[config.mk]
export PLATFORM = sky130hd
export DESIGN_NAME = fifo_occupancy_monitor_flat
export DESIGN_NICKNAME = d
export VERILOG_FILES = /design/src/rtl/fifo_occupancy_monitor_pkg.sv /design/src/rtl/fifo_occupancy_monitor_if.sv /design/src/rtl/fifo_occupancy_channel.sv /design/src/rtl/fifo_occupancy_monitor.sv /design/src/flat_wrapper.sv
export SDC_FILE = /design/constraint.sdc
export NUM_CORES = 1
export LEC_CHECK = 0
export ABC_AREA = 1
export CAP_MARGIN = 20
export CORE_ASPECT_RATIO = 0.8
export CORE_MARGIN = 5
export CORE_UTILIZATION = 40
export DETAILED_ROUTE_END_ITERATION = 7
export GPL_TIMING_DRIVEN = 0
export PLACE_DENSITY = 0.64
export SLEW_MARGIN = 20
export SYNTH_ARGS = -nofsm -noshare
export SYNTH_HDL_FRONTEND = slang
export SYNTH_SLANG_ARGS = --single-unit
[constraint.sdc]
create_clock -name axi_aclk -period 4.1 [get_ports axi_aclk]
set_input_delay 0.615 -clock axi_aclk [delete_from_list [all_inputs] [get_ports axi_aclk]]
set_output_delay 0.615 -clock axi_aclk [all_outputs]
set_load 0.01 [all_outputs]
[src/rtl/fifo_occupancy_monitor_pkg.sv]
// Shared definitions for the FIFO occupancy monitor: read-select field codes,
// flag bit positions and the channel/field split of the read select.
package fifo_occupancy_monitor_pkg;

   typedef enum logic [1:0] {
      FLD_DEPTH = 2'd0,
      FLD_MAX   = 2'd1,
      FLD_EVT   = 2'd2,
      FLD_FLAGS = 2'd3
   } field_e;

   localparam int FLG_OVF  = 0;
   localparam int FLG_UDF  = 1;
   localparam int FLG_W    = 2;

   localparam int RD_SEL_W = 8;
   localparam int RD_FLD_W = 2;
   localparam int RD_CH_W  = RD_SEL_W - RD_FLD_W;

   function automatic logic [RD_CH_W-1:0] sel_channel(input logic [RD_SEL_W-1:0] sel);
      return sel[RD_SEL_W-1:RD_FLD_W];
   endfunction

   function automatic field_e sel_field(input logic [RD_SEL_W-1:0] sel);
      return field_e'(sel[RD_FLD_W-1:0]);
   endfunction

endpackage

[src/rtl/fifo_occupancy_monitor_if.sv]
// Strobe, threshold, read-port and status bundle between the monitored FIFOs,
// the register block and the occupancy monitor.
interface fifo_occupancy_monitor_if
   import fifo_occupancy_monitor_pkg::*;
#(
   parameter int C_S_AXI_DATA_WIDTH = 32,
   parameter int C_NUM_CH           = 4,
   parameter int C_CNT_WIDTH        = 16
);
   logic [C_NUM_CH-1:0]             fifo_wren;
   logic [C_NUM_CH-1:0]             fifo_rden;
   logic [C_NUM_CH-1:0]             clear;
   logic [C_CNT_WIDTH-1:0]          threshold;
   logic [RD_SEL_W-1:0]             rd_sel;
   logic                            rd_en;
   logic [C_S_AXI_DATA_WIDTH-1:0]   rd_data;
   logic                            rd_valid;
   logic [C_NUM_CH*C_CNT_WIDTH-1:0] fifo_depth;
   logic [C_NUM_CH*C_CNT_WIDTH-1:0] fifo_depth_max;
   logic [C_NUM_CH-1:0]             over_thresh;

   modport master (
      output fifo_wren, fifo_rden, clear, threshold, rd_sel, rd_en,
      input  rd_data, rd_valid, fifo_depth, fifo_depth_max, over_thresh
   );

   modport slave (
      input  fifo_wren, fifo_rden, clear, threshold, rd_sel, rd_en,
      output rd_data, rd_valid, fifo_depth, fifo_depth_max, over_thresh
   );
endinterface

[src/rtl/fifo_occupancy_channel.sv]
// One monitored FIFO: saturating depth counter, high watermark, threshold alarm,
// alarm-rising event counter and sticky overflow/underflow flags.
module fifo_occupancy_channel
   import fifo_occupancy_monitor_pkg::*;
#(
   parameter int C_CNT_WIDTH = 16
) (
   input  logic                   clk,
   input  logic                   rst_n,
   input  logic                   i_wr,
   input  logic                   i_rd,
   input  logic                   i_clr,
   input  logic [C_CNT_WIDTH-1:0] i_threshold,
   output logic [C_CNT_WIDTH-1:0] o_depth,
   output logic [C_CNT_WIDTH-1:0] o_max,
   output logic [C_CNT_WIDTH-1:0] o_events,
   output logic [FLG_W-1:0]       o_flags,
   output logic                   o_over
);
   localparam logic [C_CNT_WIDTH-1:0] C_ALL_ONES = '1;

   logic [C_CNT_WIDTH-1:0] r_depth, r_max, r_events;
   logic [C_CNT_WIDTH-1:0] w_next_depth, w_next_max, w_next_events;
   logic [FLG_W-1:0]       r_flags, w_next_flags;
   logic                   r_over, w_next_over;
   logic                   w_inc, w_dec;

   assign w_inc = i_wr & ~i_rd;
   assign w_dec = i_rd & ~i_wr;

   always_comb begin
      w_next_depth = r_depth;
      w_next_flags = r_flags;
      if (i_clr) begin
         w_next_depth = '0;
         w_next_flags = '0;
      end else if (w_inc) begin
         if (r_depth == C_ALL_ONES) begin
            w_next_flags[FLG_OVF] = 1'b1;
         end else begin
            w_next_depth = r_depth + C_CNT_WIDTH'(1);
         end
      end else if (w_dec) begin
         if (r_depth == '0) begin
            w_next_flags[FLG_UDF] = 1'b1;
         end else begin
            w_next_depth = r_depth - C_CNT_WIDTH'(1);
         end
      end else begin
         w_next_depth = r_depth;
      end
   end

   // Watermark and alarm follow the next depth so they move on the same edge as depth.
   always_comb begin
      w_next_over   = (i_threshold != '0) && (w_next_depth >= i_threshold);
      w_next_max    = r_max;
      w_next_events = r_events;
      if (i_clr) begin
         w_next_max    = '0;
         w_next_events = '0;
      end else begin
         if (w_next_depth > r_max) begin
            w_next_max = w_next_depth;
         end else begin
            w_next_max = r_max;
         end
         if (w_next_over && !r_over && (r_events != C_ALL_ONES)) begin
            w_next_events = r_events + C_CNT_WIDTH'(1);
         end else begin
            w_next_events = r_events;
         end
      end
   end

   always_ff @(posedge clk) begin
      if (!rst_n) begin
         r_depth  <= '0;
         r_max    <= '0;
         r_events <= '0;
         r_flags  <= '0;
         r_over   <= 1'b0;
      end else begin
         r_depth  <= w_next_depth;
         r_max    <= w_next_max;
         r_events <= w_next_events;
         r_flags  <= w_next_flags;
         r_over   <= w_next_over;
      end
   end

   assign o_depth  = r_depth;
   assign o_max    = r_max;
   assign o_events = r_events;
   assign o_flags  = r_flags;
   assign o_over   = r_over;
endmodule

[src/rtl/fifo_occupancy_monitor.sv]
// Multi-channel FIFO occupancy monitor: registers the strobes, runs one counter
// channel per FIFO, packs the status vectors and serves a registered read port.
module fifo_occupancy_monitor
   import fifo_occupancy_monitor_pkg::*;
#(
   parameter int C_S_AXI_DATA_WIDTH = 32,
   parameter int C_NUM_CH           = 4,
   parameter int C_CNT_WIDTH        = 16
) (
   input  logic                    axi_aclk,
   input  logic                    axi_resetn,
   fifo_occupancy_monitor_if.slave mon
);
   logic [C_NUM_CH-1:0]             r_wren, r_rden, r_clear;
   logic [C_CNT_WIDTH-1:0]          w_depth  [C_NUM_CH];
   logic [C_CNT_WIDTH-1:0]          w_max    [C_NUM_CH];
   logic [C_CNT_WIDTH-1:0]          w_events [C_NUM_CH];
   logic [FLG_W-1:0]                w_flags  [C_NUM_CH];
   logic [C_S_AXI_DATA_WIDTH-1:0]   w_fld_val[C_NUM_CH];
   logic [C_NUM_CH-1:0]             w_over;
   logic [C_NUM_CH*C_CNT_WIDTH-1:0] w_depth_pk, w_max_pk;
   logic [RD_CH_W-1:0]              w_sel_ch;
   field_e                          w_sel_fld;
   logic [C_S_AXI_DATA_WIDTH-1:0]   w_rd_data;
   logic [C_S_AXI_DATA_WIDTH-1:0]   r_rd_data;
   logic                            r_rd_valid;

   always_ff @(posedge axi_aclk) begin
      if (!axi_resetn) begin
         r_wren  <= '0;
         r_rden  <= '0;
         r_clear <= '0;
      end else begin
         r_wren  <= mon.fifo_wren;
         r_rden  <= mon.fifo_rden;
         r_clear <= mon.clear;
      end
   end

   assign w_sel_ch  = sel_channel(mon.rd_sel);
   assign w_sel_fld = sel_field(mon.rd_sel);

   for (genvar g = 0; g < C_NUM_CH; g++) begin : g_ch
      fifo_occupancy_channel #(
         .C_CNT_WIDTH (C_CNT_WIDTH)
      ) u_ch (
         .clk         (axi_aclk),
         .rst_n       (axi_resetn),
         .i_wr        (r_wren[g]),
         .i_rd        (r_rden[g]),
         .i_clr       (r_clear[g]),
         .i_threshold (mon.threshold),
         .o_depth     (w_depth[g]),
         .o_max       (w_max[g]),
         .o_events    (w_events[g]),
         .o_flags     (w_flags[g]),
         .o_over      (w_over[g])
      );

      always_comb begin
         case (w_sel_fld)
            FLD_DEPTH: w_fld_val[g] = C_S_AXI_DATA_WIDTH'(w_depth[g]);
            FLD_MAX:   w_fld_val[g] = C_S_AXI_DATA_WIDTH'(w_max[g]);
            FLD_EVT:   w_fld_val[g] = C_S_AXI_DATA_WIDTH'(w_events[g]);
            FLD_FLAGS: w_fld_val[g] = C_S_AXI_DATA_WIDTH'(w_flags[g]);
            default:   w_fld_val[g] = '0;
         endcase
      end
   end

   // Unmatched channel numbers select nothing, so out-of-range reads return zero.
   always_comb begin
      w_rd_data  = '0;
      w_depth_pk = '0;
      w_max_pk   = '0;
      for (int k = 0; k < C_NUM_CH; k++) begin
         w_rd_data = w_rd_data |
                     (w_fld_val[k] & {C_S_AXI_DATA_WIDTH{w_sel_ch == RD_CH_W'(k)}});
         w_depth_pk[k*C_CNT_WIDTH +: C_CNT_WIDTH] = w_depth[k];
         w_max_pk[k*C_CNT_WIDTH +: C_CNT_WIDTH]   = w_max[k];
      end
   end

   always_ff @(posedge axi_aclk) begin
      if (!axi_resetn) begin
         r_rd_data  <= '0;
         r_rd_valid <= 1'b0;
      end else begin
         r_rd_valid <= mon.rd_en;
         if (mon.rd_en) begin
            r_rd_data <= w_rd_data;
         end else begin
            r_rd_data <= r_rd_data;
         end
      end
   end

   assign mon.rd_data        = r_rd_data;
   assign mon.rd_valid       = r_rd_valid;
   assign mon.fifo_depth     = w_depth_pk;
   assign mon.fifo_depth_max = w_max_pk;
   assign mon.over_thresh    = w_over;
endmodule

[src/flat_wrapper.sv]
// flat-port wrapper written by rule: the top's interface ports become plain ports
module fifo_occupancy_monitor_flat import fifo_occupancy_monitor_pkg::*;
#(
   parameter int C_S_AXI_DATA_WIDTH = 32,
   parameter int C_NUM_CH           = 4,
   parameter int C_CNT_WIDTH        = 16
)
  (axi_aclk, axi_resetn, mon_fifo_wren, mon_fifo_rden, mon_clear, mon_threshold, mon_rd_sel, mon_rd_en, mon_rd_data, mon_rd_valid, mon_fifo_depth, mon_fifo_depth_max, mon_over_thresh);
  fifo_occupancy_monitor_if #(.C_S_AXI_DATA_WIDTH(C_S_AXI_DATA_WIDTH), .C_NUM_CH(C_NUM_CH), .C_CNT_WIDTH(C_CNT_WIDTH)) mon_i ();
  input  logic axi_aclk;
  input  logic axi_resetn;
  input wire logic [$bits(mon_i.fifo_wren)-1:0] mon_fifo_wren;
  input wire logic [$bits(mon_i.fifo_rden)-1:0] mon_fifo_rden;
  input wire logic [$bits(mon_i.clear)-1:0] mon_clear;
  input wire logic [$bits(mon_i.threshold)-1:0] mon_threshold;
  input wire logic [$bits(mon_i.rd_sel)-1:0] mon_rd_sel;
  input wire logic [$bits(mon_i.rd_en)-1:0] mon_rd_en;
  output wire logic [$bits(mon_i.rd_data)-1:0] mon_rd_data;
  output wire logic [$bits(mon_i.rd_valid)-1:0] mon_rd_valid;
  output wire logic [$bits(mon_i.fifo_depth)-1:0] mon_fifo_depth;
  output wire logic [$bits(mon_i.fifo_depth_max)-1:0] mon_fifo_depth_max;
  output wire logic [$bits(mon_i.over_thresh)-1:0] mon_over_thresh;
  assign mon_i.fifo_wren = mon_fifo_wren;
  assign mon_i.fifo_rden = mon_fifo_rden;
  assign mon_i.clear = mon_clear;
  assign mon_i.threshold = mon_threshold;
  assign mon_i.rd_sel = mon_rd_sel;
  assign mon_i.rd_en = mon_rd_en;
  assign mon_rd_data = mon_i.rd_data;
  assign mon_rd_valid = mon_i.rd_valid;
  assign mon_fifo_depth = mon_i.fifo_depth;
  assign mon_fifo_depth_max = mon_i.fifo_depth_max;
  assign mon_over_thresh = mon_i.over_thresh;
  fifo_occupancy_monitor #(.C_S_AXI_DATA_WIDTH(C_S_AXI_DATA_WIDTH), .C_NUM_CH(C_NUM_CH), .C_CNT_WIDTH(C_CNT_WIDTH)) u_core (.axi_aclk(axi_aclk), .axi_resetn(axi_resetn), .mon(mon_i));
endmodule
==> results by group, run 1 <==
Outcome
  • Run status: complete, no violations

Worst setup path
  • Kind of start point of the critical path: register
  • Biggest fanout along the worst timing path: 10
  • Startpoint of the most critical register-to-register path: u_core.g_ch[0].u_ch.o_depth[0]$_SDFF_PN0_
  • Count of cells along the worst register-to-register path: 19
  • Data arrival at the endpoint of the critical path: 4.42 ns
  • Critical Path RT: 4.62 ns
  • Worst-case register-to-register setup slack: 0.20 ns
  • Endpoint of the worst register-to-register path: u_core.g_ch[0].u_ch.o_events[10]$_SDFFE_PP0P_
  • Crit path from: u_core.g_ch[0].u_ch.o_depth[0]$_SDFF_PN0_
  • Critical Setup Path Class: register to register
  • Timing endpoint of the critical path: u_core.g_ch[0].u_ch.o_events[10]$_SDFFE_PP0P_
  • Critical Path End Type: register

Logic synthesis
  • #FFs+latches synth: 233
  • Synthesized-area fraction occupied by ao, oa, aoi and oai cells: 13.7%
  • Adder and majority gate portion of the synthesized area: 9.36%
  • Number of flops mapped to enable cells by yosys: 0
  • Gate count of the mapped netlist: 3043
  • Parity-gate share of the synthesized area counting xor and xnor cells: 3.44%
  • Dominant combinational cell family by area after synthesis: simple AND/OR/NAND/NOR gates
  • Async set-reset flop share out of synthesis: 0%
  • Number of library cell types mapped by synthesis: 57
  • Most used flip-flop cell after synthesis: sky130_fd_sc_hd__dfxtp_1
  • Yosys synthesis warning count: 0
  • Multiplexer fraction of the synthesized cell area: 0%
  • Fraction of the yosys area taken by sequential cells: 24.4%
  • Netlist area before placement: 0.0191 sq mm
  • Synthesized-area fraction occupied by and/or/nand/nor cells: 36.9%
  • Mean area per synthesized cell: 6.28 sq um

CTS
  • Clock tree root buffer cell: sky130_fd_sc_hd__clkbuf_16
  • Clock tree from TritonCTS: yes
  • Number of buffers between clock root and the deepest sink: 3
  • Number of clock sinks: 233
  • Number of CTS-inserted buffers: 30
  • Htree depth: 1
  • Insertion delay of the later-clocked pin in the worst-skew pair: 0.60 ns
  • Clock transition at the registers of the reported paths: 0.07 ns
  • Post-CTS repair timing setup buffer count: 0

Timing
  • Count of final max-slew check failures: 0
  • F_max: 256 MHz
  • Number of failing hold endpoints at the final stage: 0
  • Final-layout worst hold slack: 0.465 ns
  • Period Utilization, post-route: 95.2%
  • Clock Skew: 0.0238 ns
  • Final setup violation count: 0
  • Worst Slack Setup Final: 0.198 ns
  • Transition at the pin with the smallest max-transition slack: 1.05 ns
  • Final worst path period need: 3.90 ns
  • Max transition margin: 29.9%

Floorplanning
  • Top-Level Pins: 204
  • Die span in y: 206 um
  • # rows: 71
  • Die ar.: 0.0523 sq mm
  • Die Width: 254 um
  • Floorplan Core Area: 0.0472 sq mm
  • Starting density of the core: 40.5%

Placed design
  • Half-perimeter wire length after detailed placement: 66000 um
  • Dpl ws: 0.233 ns
  • Final Wtd Congestion: 1.05
  • Buffers added on ports: 185

Global route
  • Maximum number of pins on one net before global-route repair: 15
  • Vias in the first global route: 20200
  • Gr usage total: 31.0%
  • First-pass GRT wire length: 125000 um
  • Antenna violations before repair: 4
  • Total overflow reported by the global router: 0

Power
  • Power density relative to cell area: 449 mW/mm^2
  • Worst IR drop on VDD: 0.307 mV
  • Leakage power of the design: 10.6 nW
  • Overall Power: 10.3 mW

Route
  • Total via count after detailed routing: 22100
  • Detail Route Antenna Nets: 0
  • Detail-routed net length per standard cell: 21.4 um
  • Final wirelength: 84000 um
  • DRC: 0
  • DRT Pass-1 Iters: 5
  • Iteration-0 DRC count of the detailed router: 2807
  • Number of vias per cell after detailed routing: 5.64

Finish
  • Ratio of cells with drive above 1 in the final layout: 7.64%
  • Area added between synthesis and finish: 19.5%
  • Diode insertion count for antenna repair: 0
  • Nets: 3456

Hold path
  • Classification of the worst-slack hold path: register to register

Job
  • Max Cap Violations: 0
-- stage by stage --
| stage | cells | TNS (ns) | utilization (%) | area, sq um |
|---|---|---|---|---|
| 6_report | 3917 | 0 | 48.4 | 22800 |
| 5_1_grt | 3917 | -0.0241 | 48.4 | 22800 |
| 4_1_cts | 3918 | 0 | 48.3 | 22800 |
| 3_5_place_dp | 3863 | 0 | 46.2 | 21800 |
| 3_3_place_gp | 3863 | 0 | 46.2 | 21800 |
| 2_1_floorplan | 3058 | 0 | - | 19200 |
-- worst max-delay path, cell delays in order, from the launching register on --
cell,delay [ns]
sky130_fd_sc_hd__dfxtp_1,0.52
sky130_fd_sc_hd__ha_1,0.24
sky130_fd_sc_hd__nand3_1,0.24
sky130_fd_sc_hd__nor3_2,0.20
sky130_fd_sc_hd__nand4_2,0.23
sky130_fd_sc_hd__nand2_2,0.20
sky130_fd_sc_hd__inv_2,0.08
sky130_fd_sc_hd__a21oi_1,0.15
sky130_fd_sc_hd__nand2_1,0.13
sky130_fd_sc_hd__inv_1,0.11
sky130_fd_sc_hd__ha_1,0.16
sky130_fd_sc_hd__nand4_1,0.16
sky130_fd_sc_hd__nor2_1,0.31
sky130_fd_sc_hd__nand2_1,0.09
sky130_fd_sc_hd__inv_1,0.06
sky130_fd_sc_hd__nand2_1,0.10
sky130_fd_sc_hd__a21oi_2,0.25
sky130_fd_sc_hd__buf_2,0.29
sky130_fd_sc_hd__nand4_1,0.13
sky130_fd_sc_hd__a21oi_1,0.16
-- flip-flops by register name (all words and copies together), names as in the netlist --
| name | cells |
|---|---|
| u_core.mon.rd_valid | 1 |
| u_core.g_ch.u_ch.o_max | 64 |
| u_core.g_ch.u_ch.o_events | 64 |
| u_core.mon.rd_data | 16 |
| u_core.g_ch.u_ch.o_depth | 64 |
| u_core.r_rden | 4 |
| u_core.r_wren | 4 |
| u_core.r_clear | 4 |
| u_core.g_ch.u_ch.o_flags | 8 |
| u_core.g_ch.u_ch.o_over | 4 |
-- timing repair --
action	CTS	global route
endpoints found under the hold margin	0	0
setup endpoints to repair	0	76
hold buffers	0	0
resized for setup	0	16
-- kinds of logic after synthesis --
group | Yosys count
buf+inv | 560
simple gates | 1585
fa+ha+maj | 143
other cells | 1
flops | 233
xor+xnor | 75
compound gates | 446
-- final cells by class --
class                   instances  area, sq um
clock inverters                14          139
fillers                      4864        24300
repair buffers                185         1850
plain buffers                 150          797
clock buffers                  41          863
multi-input cells            2265        12200
well taps                     620          776
inverters                     409         1540
flip-flops and latches        233         4670
-- where the power goes --
| part | total, mW | switching [mW] | internal (mW) |
|---|---|---|---|
| clock | 2.76 | 1.16 | 1.60 |
| sequential | 2.92 | 0.323 | 2.59 |
| combinational | 4.58 | 2.91 | 1.67 |
| total | 10.3 | 4.39 | 5.86 |
-- metal layers --
metal	vias to the layer above	track usage, %	routed length (um)
li1	10400	-	-
met1	10300	45.6	37800
met2	1157	44.2	33900
met3	154	8.61	9780
met4	6	8.30	2530
met5	-	0	39
-- worst min path at each step --
stage                                                      from                                          end  cells after the start
floorplan           u_core.g_ch[0].u_ch.o_flags[0]$_SDFFE_PP0P_  u_core.g_ch[0].u_ch.o_flags[0]$_SDFFE_PP0P_                      2
detailed placement  u_core.g_ch[2].u_ch.o_flags[0]$_SDFFE_PP0P_  u_core.g_ch[2].u_ch.o_flags[0]$_SDFFE_PP0P_                      2
CTS                 u_core.g_ch[3].u_ch.o_flags[0]$_SDFFE_PP0P_  u_core.g_ch[3].u_ch.o_flags[0]$_SDFFE_PP0P_                      2
finish              u_core.g_ch[2].u_ch.o_flags[0]$_SDFFE_PP0P_  u_core.g_ch[2].u_ch.o_flags[0]$_SDFFE_PP0P_                      2
global placement    u_core.g_ch[2].u_ch.o_flags[1]$_SDFFE_PP0P_  u_core.g_ch[2].u_ch.o_flags[1]$_SDFFE_PP0P_                      2
global route        u_core.g_ch[3].u_ch.o_flags[0]$_SDFFE_PP0P_  u_core.g_ch[3].u_ch.o_flags[0]$_SDFFE_PP0P_                      2
-- Yosys cell counts, types with 3 or more instances --
cell type / n / share of area [%]
sky130_fd_sc_hd__nand2_2: 23 / 0.75
sky130_fd_sc_hd__buf_4: 35 / 1.4
sky130_fd_sc_hd__inv_1: 386 / 7.6
sky130_fd_sc_hd__nand4_1: 96 / 3.1
sky130_fd_sc_hd__o21ai_1: 12 / 0.31
sky130_fd_sc_hd__o22ai_1: 11 / 0.36
sky130_fd_sc_hd__inv_2: 19 / 0.37
sky130_fd_sc_hd__nand3_1: 278 / 7.3
sky130_fd_sc_hd__and3_1: 5 / 0.16
sky130_fd_sc_hd__nor3_1: 43 / 1.1
sky130_fd_sc_hd__nand3_2: 7 / 0.37
sky130_fd_sc_hd__clkinv_1: 4 / 0.079
sky130_fd_sc_hd__a21oi_2: 8 / 0.37
sky130_fd_sc_hd__nand3b_1: 7 / 0.27
sky130_fd_sc_hd__buf_1: 9 / 0.18
sky130_fd_sc_hd__buf_6: 3 / 0.18
sky130_fd_sc_hd__clkbuf_1: 55 / 1.1
sky130_fd_sc_hd__xor2_1: 70 / 3.2
sky130_fd_sc_hd__a21oi_1: 211 / 5.5
sky130_fd_sc_hd__o211ai_1: 41 / 1.6
sky130_fd_sc_hd__nor2_1: 318 / 6.2
sky130_fd_sc_hd__o221ai_1: 46 / 2.1
sky130_fd_sc_hd__buf_2: 47 / 1.2
sky130_fd_sc_hd__o21ai_0: 97 / 2.5
sky130_fd_sc_hd__ha_1: 143 / 9.4
sky130_fd_sc_hd__xnor2_1: 5 / 0.23
sky130_fd_sc_hd__nor3_2: 5 / 0.26
sky130_fd_sc_hd__nor2_2: 20 / 0.65
sky130_fd_sc_hd__nor4_4: 4 / 0.45
sky130_fd_sc_hd__o21a_1: 4 / 0.16
sky130_fd_sc_hd__dfxtp_1: 233 / 24
sky130_fd_sc_hd__nand2_1: 757 / 15
sky130_fd_sc_hd__o21bai_1: 10 / 0.39
-- placed cells by master (no fill, tap or decap), types with 5 or more instances in the layout --
master	synthesis	layout
sky130_fd_sc_hd__buf_2	47	45
sky130_fd_sc_hd__xor2_1	70	70
sky130_fd_sc_hd__a21oi_1	211	209
sky130_fd_sc_hd__conb_1	1	16
sky130_fd_sc_hd__dfxtp_1	233	228
sky130_fd_sc_hd__nor2_2	20	22
sky130_fd_sc_hd__nor3_1	43	42
sky130_fd_sc_hd__clkbuf_8	0	5
sky130_fd_sc_hd__xnor2_1	5	5
sky130_fd_sc_hd__nor2_1	318	316
sky130_fd_sc_hd__dfxtp_2	0	5
sky130_fd_sc_hd__o21ai_0	97	97
sky130_fd_sc_hd__nor3_2	5	6
sky130_fd_sc_hd__o21ai_1	12	12
sky130_fd_sc_hd__o211ai_1	41	41
sky130_fd_sc_hd__and3_1	5	5
sky130_fd_sc_hd__o22ai_1	11	11
sky130_fd_sc_hd__a21oi_2	8	10
sky130_fd_sc_hd__buf_1	9	9
sky130_fd_sc_hd__nand3b_1	7	7
sky130_fd_sc_hd__nand3_1	278	278
sky130_fd_sc_hd__buf_4	35	35
sky130_fd_sc_hd__clkdlybuf4s50_1	0	185
sky130_fd_sc_hd__inv_1	386	385
sky130_fd_sc_hd__inv_2	19	20
sky130_fd_sc_hd__nand4_1	96	96
sky130_fd_sc_hd__nand2_1	757	756
sky130_fd_sc_hd__o21bai_1	10	10
sky130_fd_sc_hd__nand3_2	7	7
sky130_fd_sc_hd__o221ai_1	46	46
sky130_fd_sc_hd__clkbuf_16	0	31
sky130_fd_sc_hd__nand2_2	23	24
sky130_fd_sc_hd__ha_1	143	143
sky130_fd_sc_hd__clkinv_2	0	6
sky130_fd_sc_hd__clkbuf_1	55	58
No activity file was read; power rests on OpenSTA's default activity.
==> inputs of run 2 (changes only) <==
Settings changed: CORE_UTILIZATION 40 to 35, GPL_TIMING_DRIVEN 0 to 1, PLACE_DENSITY 0.64 to 0.58.
==> results by group, run 2 (same netlist as run 1, synthesis figures left out) <==
Global route
  • Gr usage total: 24.0% (-7.0 points)
  • First-pass GRT wire length: 113000 um (-9.7%)
  • Vias in the first global route: 18500 (-8.1%)
  • Maximum number of pins on one net before global-route repair: 52 (+37)
  • Antenna violations before repair: 2 (-2)
  • Total overflow reported by the global router: 0 (unchanged)

Timing
  • Count of final max-slew check failures: 0 (unchanged)
  • F_max: 269 MHz (+5.1%)
  • Period Utilization, post-route: 90.6% (-4.6 points)
  • Transition at the pin with the smallest max-transition slack: 1.11 ns (+0.0542 ns)
  • Number of failing hold endpoints at the final stage: 0 (unchanged)
  • Aggregate negative setup slack: 0 ns (unchanged)
  • Clock Skew: 0.0176 ns (-0.00621 ns)
  • Setup repair after global routing missed its margin: no
  • Max transition margin: 26.0% (-3.9 points)
  • Final worst path period need: 3.71 ns (-0.188 ns)
  • Worst Slack Setup Final: 0.386 ns (+0.188 ns)
  • Final setup violation count: 0 (unchanged)

Placed design
  • Half-perimeter wire length after detailed placement: 58000 um (-12%)
  • Placed instance area: 0.0215 sq mm (-1.2%)
  • Buffers added on ports: 187 (+1.1%)
  • Final Wtd Congestion: 0.963 (-8.0%)
  • Dpl ws: 0.348 ns (+0.115 ns)

Finish
  • Finished layout cell area: 0.0225 sq mm (-1.3%)
  • Diode insertion count for antenna repair: 0 (unchanged)
  • Most common cell after layout, fill and taps aside: sky130_fd_sc_hd__nand2_1
  • Ratio of cells with drive above 1 in the final layout: 6.47% (-1.2 points)
  • Highest-count cells in the layout ignoring fill and taps: sky130_fd_sc_hd__nand2_1 (755), sky130_fd_sc_hd__inv_1 (386), sky130_fd_sc_hd__nor2_1 (318)
  • Nets: 3360 (-2.8%)
  • Area added between synthesis and finish: 17.9%

Worst setup path
  • Critical Path RT: 4.63 ns (about the same)
  • Data arrival at the endpoint of the critical path: 4.24 ns (-0.18 ns)
  • Biggest fanout along the worst timing path: 18 (+8)
  • Critical Setup Path Class: register to register
  • Critical Path End Type: register
  • Kind of start point of the critical path: register

Floorplanning
  • Floorplan Core Area: 0.0539 sq mm (+14%)
  • Die ar.: 0.0594 sq mm (+14%)
  • # rows: 76 (+7.0%)
  • Top-Level Pins: 204 (unchanged)
  • Starting density of the core: 35.4% (-5.1 points)
  • Die span in y: 219 um (+6.6%)
  • Die Width: 271 um (+6.6%)

Route
  • DRT Pass-1 Iters: 5 (unchanged)
  • Detail-routed net length per standard cell: 19.0 um (-11%)
  • Iteration-0 DRC count of the detailed router: 2089 (-26%)
  • Total via count after detailed routing: 20600 (-6.9%)
  • Detail Route Antenna Nets: 0 (unchanged)
  • Final wirelength: 74200 um (-12%)
  • Number of vias per cell after detailed routing: 5.27 (-6.6%)
  • DRC: 0 (unchanged)

Power
  • Worst IR drop on VDD: 0.249 mV (-19%)
  • Internal power: 5.78 mW (-1.3%)
  • Share of total power in sequential cells: 29.8% (+1.3 points)
  • Leakage power of the design: 10.3 nW (-2.3%)
  • P_sw: 4.14 mW (-5.9%)
  • Fraction of power spent switching nets: 41.7% (-1.2 points)
  • Power density relative to cell area: 440 mW/mm^2 (-2.0%)
  • Clock share of power: 27.1% (+0.2 points)
  • Combinational group share of total power: 43.1% (-1.6 points)

CTS
  • Clock tree from TritonCTS: yes
  • Number of CTS-inserted buffers: 28 (-6.7%)
  • Number of clock sinks: 233 (unchanged)
  • Htree depth: 1 (unchanged)
  • Clock tree root buffer cell: sky130_fd_sc_hd__clkbuf_16
  • Number of buffers between clock root and the deepest sink: 3 (unchanged)
  • Post-CTS repair timing setup buffer count: 0 (unchanged)
  • Clock transition at the registers of the reported paths: 0.06 ns (about the same)
  • Insertion delay of the later-clocked pin in the worst-skew pair: 0.58 ns (-0.02 ns)

Job
  • Max Cap Violations: 0 (unchanged)

Hold path
  • Classification of the worst-slack hold path: register to register

Outcome
  • Run status: complete, no violations
[run 2: changes by cell type in the layout (fill, tap and decap cells not counted), sizes merged]
cell / change
clkbuf: -62
buf: -38
bufinv: +2
clkdlybuf4s50: +1
clkinvlp: +1
inv: -1
[run 2: critical path, cell delays in order, from the launching register on]
cell                       delay [ns]
sky130_fd_sc_hd__dfxtp_1         0.58
sky130_fd_sc_hd__ha_1            0.29
sky130_fd_sc_hd__nand3_2         0.14
sky130_fd_sc_hd__nor2_2          0.16
sky130_fd_sc_hd__nand2_2         0.10
sky130_fd_sc_hd__nor2_8          0.14
sky130_fd_sc_hd__nand2_4         0.11
sky130_fd_sc_hd__nand2_4         0.10
sky130_fd_sc_hd__nand2_2         0.10
sky130_fd_sc_hd__nand2_1         0.07
sky130_fd_sc_hd__nand2_1         0.05
sky130_fd_sc_hd__nand3_1         0.10
sky130_fd_sc_hd__inv_1           0.09
sky130_fd_sc_hd__ha_1            0.29
sky130_fd_sc_hd__nand4_1         0.14
sky130_fd_sc_hd__nor3b_1         0.32
sky130_fd_sc_hd__nand2_1         0.15
sky130_fd_sc_hd__nand2_4         0.23
sky130_fd_sc_hd__clkinv_2        0.26
sky130_fd_sc_hd__nand2_1         0.15
sky130_fd_sc_hd__nand2_1         0.06
sky130_fd_sc_hd__inv_1           0.05
[run 2: per-stage QoR]
stage          cells  hold slack (ns)  total power [mW]  utilization (%)
3_5_place_dp    3850            0.451              7.23             40.0
5_1_grt         3902            0.470              10.6             41.8
3_3_place_gp    3850            0.449              7.24             40.0
4_1_cts         3902            0.461              9.94             41.8
6_report        3902            0.458              9.92             41.8
2_1_floorplan   3058            0.436              5.62                -
[run 2: worst paths after layout]
kind | start | end | slack [ns] | cells after the start
setup / recovery | u_core.g_ch[1].u_ch.o_depth[1]$_SDFF_PN0_ | u_core.g_ch[1].u_ch.o_max[4]$_SDFFE_PP0N_ | 0.39 | 21
hold / removal | u_core.g_ch[0].u_ch.o_flags[0]$_SDFFE_PP0P_ | u_core.g_ch[0].u_ch.o_flags[0]$_SDFFE_PP0P_ | 0.46 | 2
setup reg to reg | u_core.g_ch[1].u_ch.o_depth[1]$_SDFF_PN0_ | u_core.g_ch[1].u_ch.o_max[4]$_SDFFE_PP0N_ | 0.39 | 21
hold reg to reg | u_core.g_ch[0].u_ch.o_flags[0]$_SDFFE_PP0P_ | u_core.g_ch[0].u_ch.o_flags[0]$_SDFFE_PP0P_ | 0.46 | 2
[run 2: area by class of cell]
| class | instances | area [sq um] |
|---|---|---|
| Fill cell | 5715 | 31400 |
| Multi-Input combinational cell | 2265 | 12200 |
| Sequential cell | 233 | 4660 |
| Timing Repair Buffer | 241 | 2280 |
| Inverter | 409 | 1540 |
| Tap cell | 702 | 878 |
| Clock buffer | 36 | 761 |
| Clock inverter | 16 | 213 |
[run 2: layer usage]
layer  up-vias  global-route usage (%)  part of all wire, %
li1      10200                       -                    -
met1      9499                    34.8                   47
met2       717                    36.8                   43
met3       102                    4.58                  7.9
met4         2                    5.54                  2.6
met5         -                       0                0.018
[run 2: power groups by stage]
stage / Clock (mW) / Sequential (mW) / Combinational [mW]
after floorplan: 0 / 2.97 / 2.65
after global placement: 0 / 3.03 / 4.21
after detailed placement: 0 / 3.02 / 4.21
after CTS: 2.73 / 2.97 / 4.24
after global routing: 2.81 / 3.00 / 4.81
final: 2.68 / 2.96 / 4.27
[run 2: timing repair]
| action | 4_1_cts | 5_1_grt |
|---|---|---|
| hold buffers | 0 | 0 |
| gates resized for setup | 0 | 6 |
| setup endpoints to repair | 0 | 23 |
| endpoints found under the hold margin | 0 | 0 |
